`config.mk`:
```
export PLATFORM = sky130hd
export DESIGN_NAME = freq_uart_formatter
export DESIGN_NICKNAME = d
export VERILOG_FILES = /design/src/rtl/freq_uart_formatter.sv
export SDC_FILE = /design/constraint.sdc
export NUM_CORES = 1
export LEC_CHECK = 0
export CAP_MARGIN = 10
export CORE_MARGIN = 3
export CORE_UTILIZATION = 55
export CTS_CLUSTER_DIAMETER = 200
export CTS_CLUSTER_SIZE = 8
export DETAILED_ROUTE_END_ITERATION = 7
export PLACE_DENSITY = 0.79
export SKIP_CTS_REPAIR_TIMING = 1
export SLEW_MARGIN = 10
export SYNTH_ARGS = -nofsm -noshare
export SYNTH_HDL_FRONTEND = slang
export SYNTH_SLANG_ARGS = --single-unit
```
`constraint.sdc`:
```
create_clock -name clk -period 3.4 [get_ports clk]
set_input_delay 0.51 -clock clk [delete_from_list [all_inputs] [get_ports clk]]
set_output_delay 0.51 -clock clk [all_outputs]
set_load 0.1 [all_outputs]
```
`src/rtl/freq_uart_formatter.sv`:
```
// freq_uart_formatter: turns each binary Hz measurement into the ASCII line
// "<decimal>[ Hz]\r\n" and streams it byte by byte over a valid/ready port.
// The binary-to-decimal step is a serial double-dabble, one input bit per clock.
module freq_uart_formatter #(
  parameter int WIDTH     = 32,
  parameter int DIGITS    = 10,
  parameter int SUFFIX_EN = 1
) (
  input  logic             clk,
  input  logic             rst_n,
  input  logic             freq_valid,
  input  logic [WIDTH-1:0] freq_value,
  output logic [7:0]       tx_data,
  output logic             tx_valid,
  input  logic             tx_ready,
  output logic             busy,
  output logic             dropped
);

  localparam int BCD_W = 4 * DIGITS;
  localparam int DIG_W = (DIGITS > 1) ? $clog2(DIGITS) : 1;
  localparam int CNT_W = $clog2(WIDTH);
  localparam logic [CNT_W-1:0] LAST_BIT = CNT_W'(WIDTH - 1);
  // Number of trailer bytes: " Hz\r\n" or just "\r\n"
  localparam logic [2:0] SUF_LEN = (SUFFIX_EN != 0) ? 3'd5 : 3'd2;

  typedef enum logic [2:0] {IDLE, CONV, SKIP, SEND_DIG, SEND_SUF} state_t;

  state_t             state_reg, state_next;
  logic [WIDTH-1:0]   shift_reg;
  logic [BCD_W-1:0]   bcd_reg;
  logic [BCD_W-1:0]   bcd_adj;
  logic [CNT_W-1:0]   bit_cnt_reg;
  logic [DIG_W-1:0]   dig_idx_reg;
  logic [DIG_W-1:0]   msd_idx;
  logic [3:0]         cur_digit;
  logic [2:0]         suf_idx_reg;
  logic [7:0]         suf_byte;
  logic [7:0]         tx_data_reg;
  logic               tx_valid_reg;
  logic               busy_reg;
  logic               dropped_reg;
  logic               accepted;
  logic               load_byte;
  logic               suf_last;

  assign tx_data  = tx_data_reg;
  assign tx_valid = tx_valid_reg;
  assign busy     = busy_reg;
  assign dropped  = dropped_reg;

  // A new byte may be loaded when the output slot is empty or is being drained
  assign accepted  = tx_valid_reg && tx_ready;
  assign load_byte = !tx_valid_reg || tx_ready;
  assign suf_last  = (suf_idx_reg == SUF_LEN);

  // Double-dabble correction: each BCD nibble >= 5 gets +3 before the shift
  generate
    for (genvar gi = 0; gi < DIGITS; gi++) begin : g_adj
      assign bcd_adj[4*gi +: 4] = (bcd_reg[4*gi +: 4] >= 4'd5) ?
                                  bcd_reg[4*gi +: 4] + 4'd3 : bcd_reg[4*gi +: 4];
    end
  endgenerate

  // Priority-encode the most significant non-zero digit (0 if value is zero)
  always_comb begin
    msd_idx = '0;
    for (int i = 0; i < DIGITS; i++) begin
      if (bcd_reg[4*i +: 4] != 4'd0) msd_idx = DIG_W'(i);
    end
  end

  // Select the digit currently being transmitted
  always_comb begin
    cur_digit = 4'd0;
    for (int i = 0; i < DIGITS; i++) begin
      if (dig_idx_reg == DIG_W'(i)) cur_digit = bcd_reg[4*i +: 4];
    end
  end

  // Trailer byte lookup
  always_comb begin
    suf_byte = 8'h0A;
    if (SUFFIX_EN != 0) begin
      case (suf_idx_reg)
        3'd0:    suf_byte = 8'h20;
        3'd1:    suf_byte = 8'h48;
        3'd2:    suf_byte = 8'h7A;
        3'd3:    suf_byte = 8'h0D;
        default: suf_byte = 8'h0A;
      endcase
    end else begin
      suf_byte = (suf_idx_reg == 3'd0) ? 8'h0D : 8'h0A;
    end
  end

  // FSM state register
  always_ff @(posedge clk or negedge rst_n) begin
    if (!rst_n) state_reg <= IDLE;
    else        state_reg <= state_next;
  end

  // FSM next-state logic
  always_comb begin
    state_next = state_reg;
    case (state_reg)
      IDLE:     if (freq_valid) state_next = CONV;
      CONV:     if (bit_cnt_reg == LAST_BIT) state_next = SKIP;
      SKIP:     state_next = SEND_DIG;
      SEND_DIG: if (load_byte && dig_idx_reg == '0) state_next = SEND_SUF;
      SEND_SUF: if (suf_last && accepted) state_next = IDLE;
      default:  state_next = IDLE;
    endcase
  end

  // Datapath: capture, conversion, byte loading and status flags
  always_ff @(posedge clk or negedge rst_n) begin
    if (!rst_n) begin
      shift_reg    <= '0;
      bcd_reg      <= '0;
      bit_cnt_reg  <= '0;
      dig_idx_reg  <= '0;
      suf_idx_reg  <= '0;
      tx_data_reg  <= 8'h00;
      tx_valid_reg <= 1'b0;
      busy_reg     <= 1'b0;
      dropped_reg  <= 1'b0;
    end else begin
      dropped_reg <= freq_valid && (state_reg != IDLE);
      case (state_reg)
        IDLE: begin
          if (freq_valid) begin
            shift_reg   <= freq_value;
            bcd_reg     <= '0;
            bit_cnt_reg <= '0;
            suf_idx_reg <= '0;
            busy_reg    <= 1'b1;
          end
        end
        CONV: begin
          bcd_reg     <= {bcd_adj[BCD_W-2:0], shift_reg[WIDTH-1]};
          shift_reg   <= shift_reg << 1;
          bit_cnt_reg <= bit_cnt_reg + 1'b1;
        end
        SKIP: dig_idx_reg <= msd_idx;
        SEND_DIG: begin
          if (load_byte) begin
            tx_data_reg  <= 8'h30 + {4'h0, cur_digit};
            tx_valid_reg <= 1'b1;
            if (dig_idx_reg != '0) dig_idx_reg <= dig_idx_reg - 1'b1;
            else                   suf_idx_reg <= '0;
          end
        end
        SEND_SUF: begin
          if (!suf_last && load_byte) begin
            tx_data_reg  <= suf_byte;
            tx_valid_reg <= 1'b1;
            suf_idx_reg  <= suf_idx_reg + 3'd1;
          end else if (suf_last && accepted) begin
            tx_valid_reg <= 1'b0;
            busy_reg     <= 1'b0;
          end
        end
        default: ;
      endcase
    end
  end

endmodule

```
==> results by stage <==
Outcome:
- The flow ran to the end, and the final reports show no timing, DRC or antenna violations.

Global route:
- The wire length of the first global-routing pass is 21700 um.
- The pin count of the biggest net entering global routing is 98.
- The remaining global-route overflow is 0.
- For this run, the total global-route usage over all layers was measured as 23.1%.
- The initial antenna violation count is 0.
- The number of global-route vias before repair is 4753.

Synth:
- The commonest cells after synthesis are sky130_fd_sc_hd__dfrtp_1, sky130_fd_sc_hd__nor2_1, sky130_fd_sc_hd__nand2_1.
- The cell type contributing the most total cell area after synthesis is sky130_fd_sc_hd__dfrtp_1.
- The synthesized design devotes to its leading area cell type 42.9% of total area.
- Each instance of the synthesized netlist takes up on average 8.84 sq um.
- sky130_fd_sc_hd__dfrtp_1 is the most common cell in the netlist.
- Sequential cells were found to cover 42.9% of the synthesized design area.
- The number of nets handed over by synthesis was 706.
- The count of flip-flops with a built-in enable after synthesis is 0.
- For this run, asynchronously set or reset flops after synthesis account for 100%.
- The total number of yosys warnings is 0.
- After synthesis, the cell types taking the most area are sky130_fd_sc_hd__dfrtp_1, sky130_fd_sc_hd__ha_1, sky130_fd_sc_hd__nor2_1, sky130_fd_sc_hd__o21ai_0, sky130_fd_sc_hd__nand2_1.
- Yosys mapped the design onto 59 distinct sky130hd cell types.
- The mapped netlist covers 0.00565 sq mm.
- The number of instances in the synthesized netlist is 639.
- After synthesis the netlist holds a flip-flop and latch count of 97.
- The predominant post-synthesis flop cell is sky130_fd_sc_hd__dfrtp_1.

Placed design:
- Once detailed placement completed, the half-perimeter wirelength came to 8430 um.
- The placer's final routability congestion estimate is 0.954.
- Port buffering added 45 buffers.

Critical path:
- The origin of the critical flop-to-flop path is dig_idx_reg[1].
- The capture instance of the worst register-to-register path is tx_data[1].
- In this design, the largest share of critical-path delay is due to buffers and inverters.
- The worst endpoint data arrival time is 1920 ps.
- The largest driver fanout on the critical path is 4.
- The critical path's largest stage delay is 1150 ps.
- The worst setup path is captured at a primary output.
- Measured in cells, the most critical reg-to-reg path has a length of 7.
- The critical path buffer and inverter count is 1.
- The startpoint-to-endpoint class of the critical path is register to primary output.
- Walking the worst path, the cells encountered are clkdlybuf4s50_1.
- The data required time of the critical path is 2890 ps.
- The worst setup path is launched from a register.
- The largest individual stage delay along the critical path comes from the cell sky130_fd_sc_hd__clkdlybuf4s50_1.
- The worst setup slack for register-to-register paths is 1050 ps.

Floorplan:
- The total number of placement rows is 36.
- In this run the horizontal extent of the chip is 107 um.
- The initial core utilization is 57.3%.
- Measured along the y axis, the die boundary spans 107 um.
- The core area is 0.00986 sq mm.
- The number of top-level pins is 47.
- The die covers 0.0115 sq mm.

STA:
- The final-report setup violation count is 0.
- The final critical delay including setup and external delays is 2430 ps.
- At the pin with the least slew margin, the transition time is 973 ps.
- The number of hold violations in the final report is 0.
- The setup TNS is 0 ps.
- The clock tree skew after final layout is 5.35 ps.
- The max-slew violation total from the final report was 0.
- Dividing the final minimum period by the clock period gives 71.4%.
- The worst pin sits at a relative slew slack of 34.9%.
- The maximum operating frequency is 0.412 GHz.
- Setup repair after global routing left no endpoint under its margin.

Detailed routing:
- After detailed routing, the number of remaining DRC violations is 0.
- The per-cell via count in the routed design is 5.99.
- Once detail routing completed, the nets flagged for antenna violations numbered 0.
- The overall via count from detail_route is 4780.
- After detailed routing, the average wire length per cell comes to 15.8 um.
- The first detailed-routing pass ran for 5 iterations.
- The iteration-0 DRC count of the detailed router is 384.
- The routed design has 12600 um of wire.

Pwr:
- The worst supply voltage drop on vdd is 0.561 mV.
- Dividing total power by cell area gives a power density of 928 mW/mm^2.
- Total power for the finished layout comes to 5910 uW.
- For this design the static power due to leakage is 0.00260 uW.

Clock network:
- The clock reaches the later pin of the worst-skew pair after 380 ps.
- TritonCTS built the clock tree.
- For this design, the sink count on the clock tree is 97.
- The count of H-tree levels built during CTS is 3.
- In this run, CTS created clock tree buffers numbering 9.
- The cell chosen for the clock root is sky130_fd_sc_hd__clkbuf_8.
- The clock transition at the registers of the reported paths is 100 ps.
- The number of buffers between clock root and the deepest sink is 2.

Worst hold path:
- The path type of the worst min-delay path is input port to async pin.

Layout:
- The final layout contains 727 nets.
- The area added between synthesis and finish is 12.8%.
- 0 antenna diodes ended up in the layout.
- The post-route netlist has 5.11% of its cells at a drive strength greater than 1.
- The filler cell count in the final layout is 814.
- The flip-flop count of the largest register, all copies and words added is 40.

Job:
- Max-cap violations in this run came to 0.
## where the power goes
part / internal, uW / switching, uW / total [uW] / leakage, uW
logic: 1120 / 1660 / 2790 / 0.00132
registers: 1650 / 545 / 2200 / 0.00116
clock network: 496 / 436 / 932 / 0.000118
## how the worst max path moves through the flow
stage                   start             end  slack (ps)  cells past startpoint
6_report             tx_valid        tx_valid         970                      1
5_1_grt        dig_idx_reg[1]      tx_data[1]         870                      7
4_1_cts              tx_valid        tx_valid         950                      1
3_5_place_dp       freq_valid     bcd_reg[15]         980                      5
3_3_place_gp       freq_valid     bcd_reg[27]        1000                      5
2_1_floorplan        tx_valid  dig_idx_reg[0]        1440                      5
## through the flow
| step | setup slack [ps] | area, sq um | hold WS [ps] | std cells | utilization [%] |
|---|---|---|---|---|---|
| finish | 971 | 6370 | 222 | 798 | 64.6 |
| global route | 874 | 6370 | 293 | 798 | 64.6 |
| CTS | 950 | 6370 | 261 | 798 | 64.6 |
| detailed placement | 980 | 6130 | 467 | 782 | 62.1 |
| global placement | 1000 | 6130 | 462 | 782 | 62.1 |
| floorplan | 1440 | 5650 | 214 | 639 | - |
## logic make-up (layout without fill, tap and decap cells)
| family | after synthesis | count (layout) | share of synthesized area, % |
|---|---|---|---|
| flops | 97 | 97 | 42.9 |
| xor+xnor | 12 | 12 | 1.86 |
| compound gates | 197 | 197 | 22.8 |
| buf+inv | 68 | 94 | 5.42 |
| other cells | 1 | 1 | 0.0664 |
| mux | 3 | 3 | 0.576 |
| fa+ha+maj | 31 | 31 | 6.86 |
| simple gates | 230 | 230 | 19.5 |
## layout make-up
| cell class | instances | area [sq um] | share of cell area (%) |
|---|---|---|---|
| Multi-Input combinational cell | 474 | 2920 | 45.8 |
| Sequential cell | 97 | 2430 | 38.1 |
| Timing Repair Buffer | 49 | 503 | 7.89 |
| Tap cell | 133 | 166 | 2.61 |
| Clock inverter | 7 | 125 | 1.96 |
| Clock buffer | 9 | 124 | 1.94 |
| Inverter | 29 | 109 | 1.71 |
## cell usage in the layout (no fill, tap or decap), types with 24 or more instances in the layout
master                            instances
sky130_fd_sc_hd__o21ai_0                 46
sky130_fd_sc_hd__ha_1                    31
sky130_fd_sc_hd__a21oi_1                 40
sky130_fd_sc_hd__dfrtp_1                 97
sky130_fd_sc_hd__o22ai_1                 24
sky130_fd_sc_hd__inv_1                   29
sky130_fd_sc_hd__nor2_1                  82
sky130_fd_sc_hd__nand3_1                 39
sky130_fd_sc_hd__nand2_1                 58
sky130_fd_sc_hd__clkdlybuf4s50_1         44
## per-layer routing
metal,share of wire (%),up-vias,global-route usage (%)
li1,-,2328,-
met1,45,2298,30.8
met2,49,136,38.9
met3,4.5,18,2.82
met4,1.6,0,8.57
met5,0,-,0
Power figures use the tool's default switching activity.
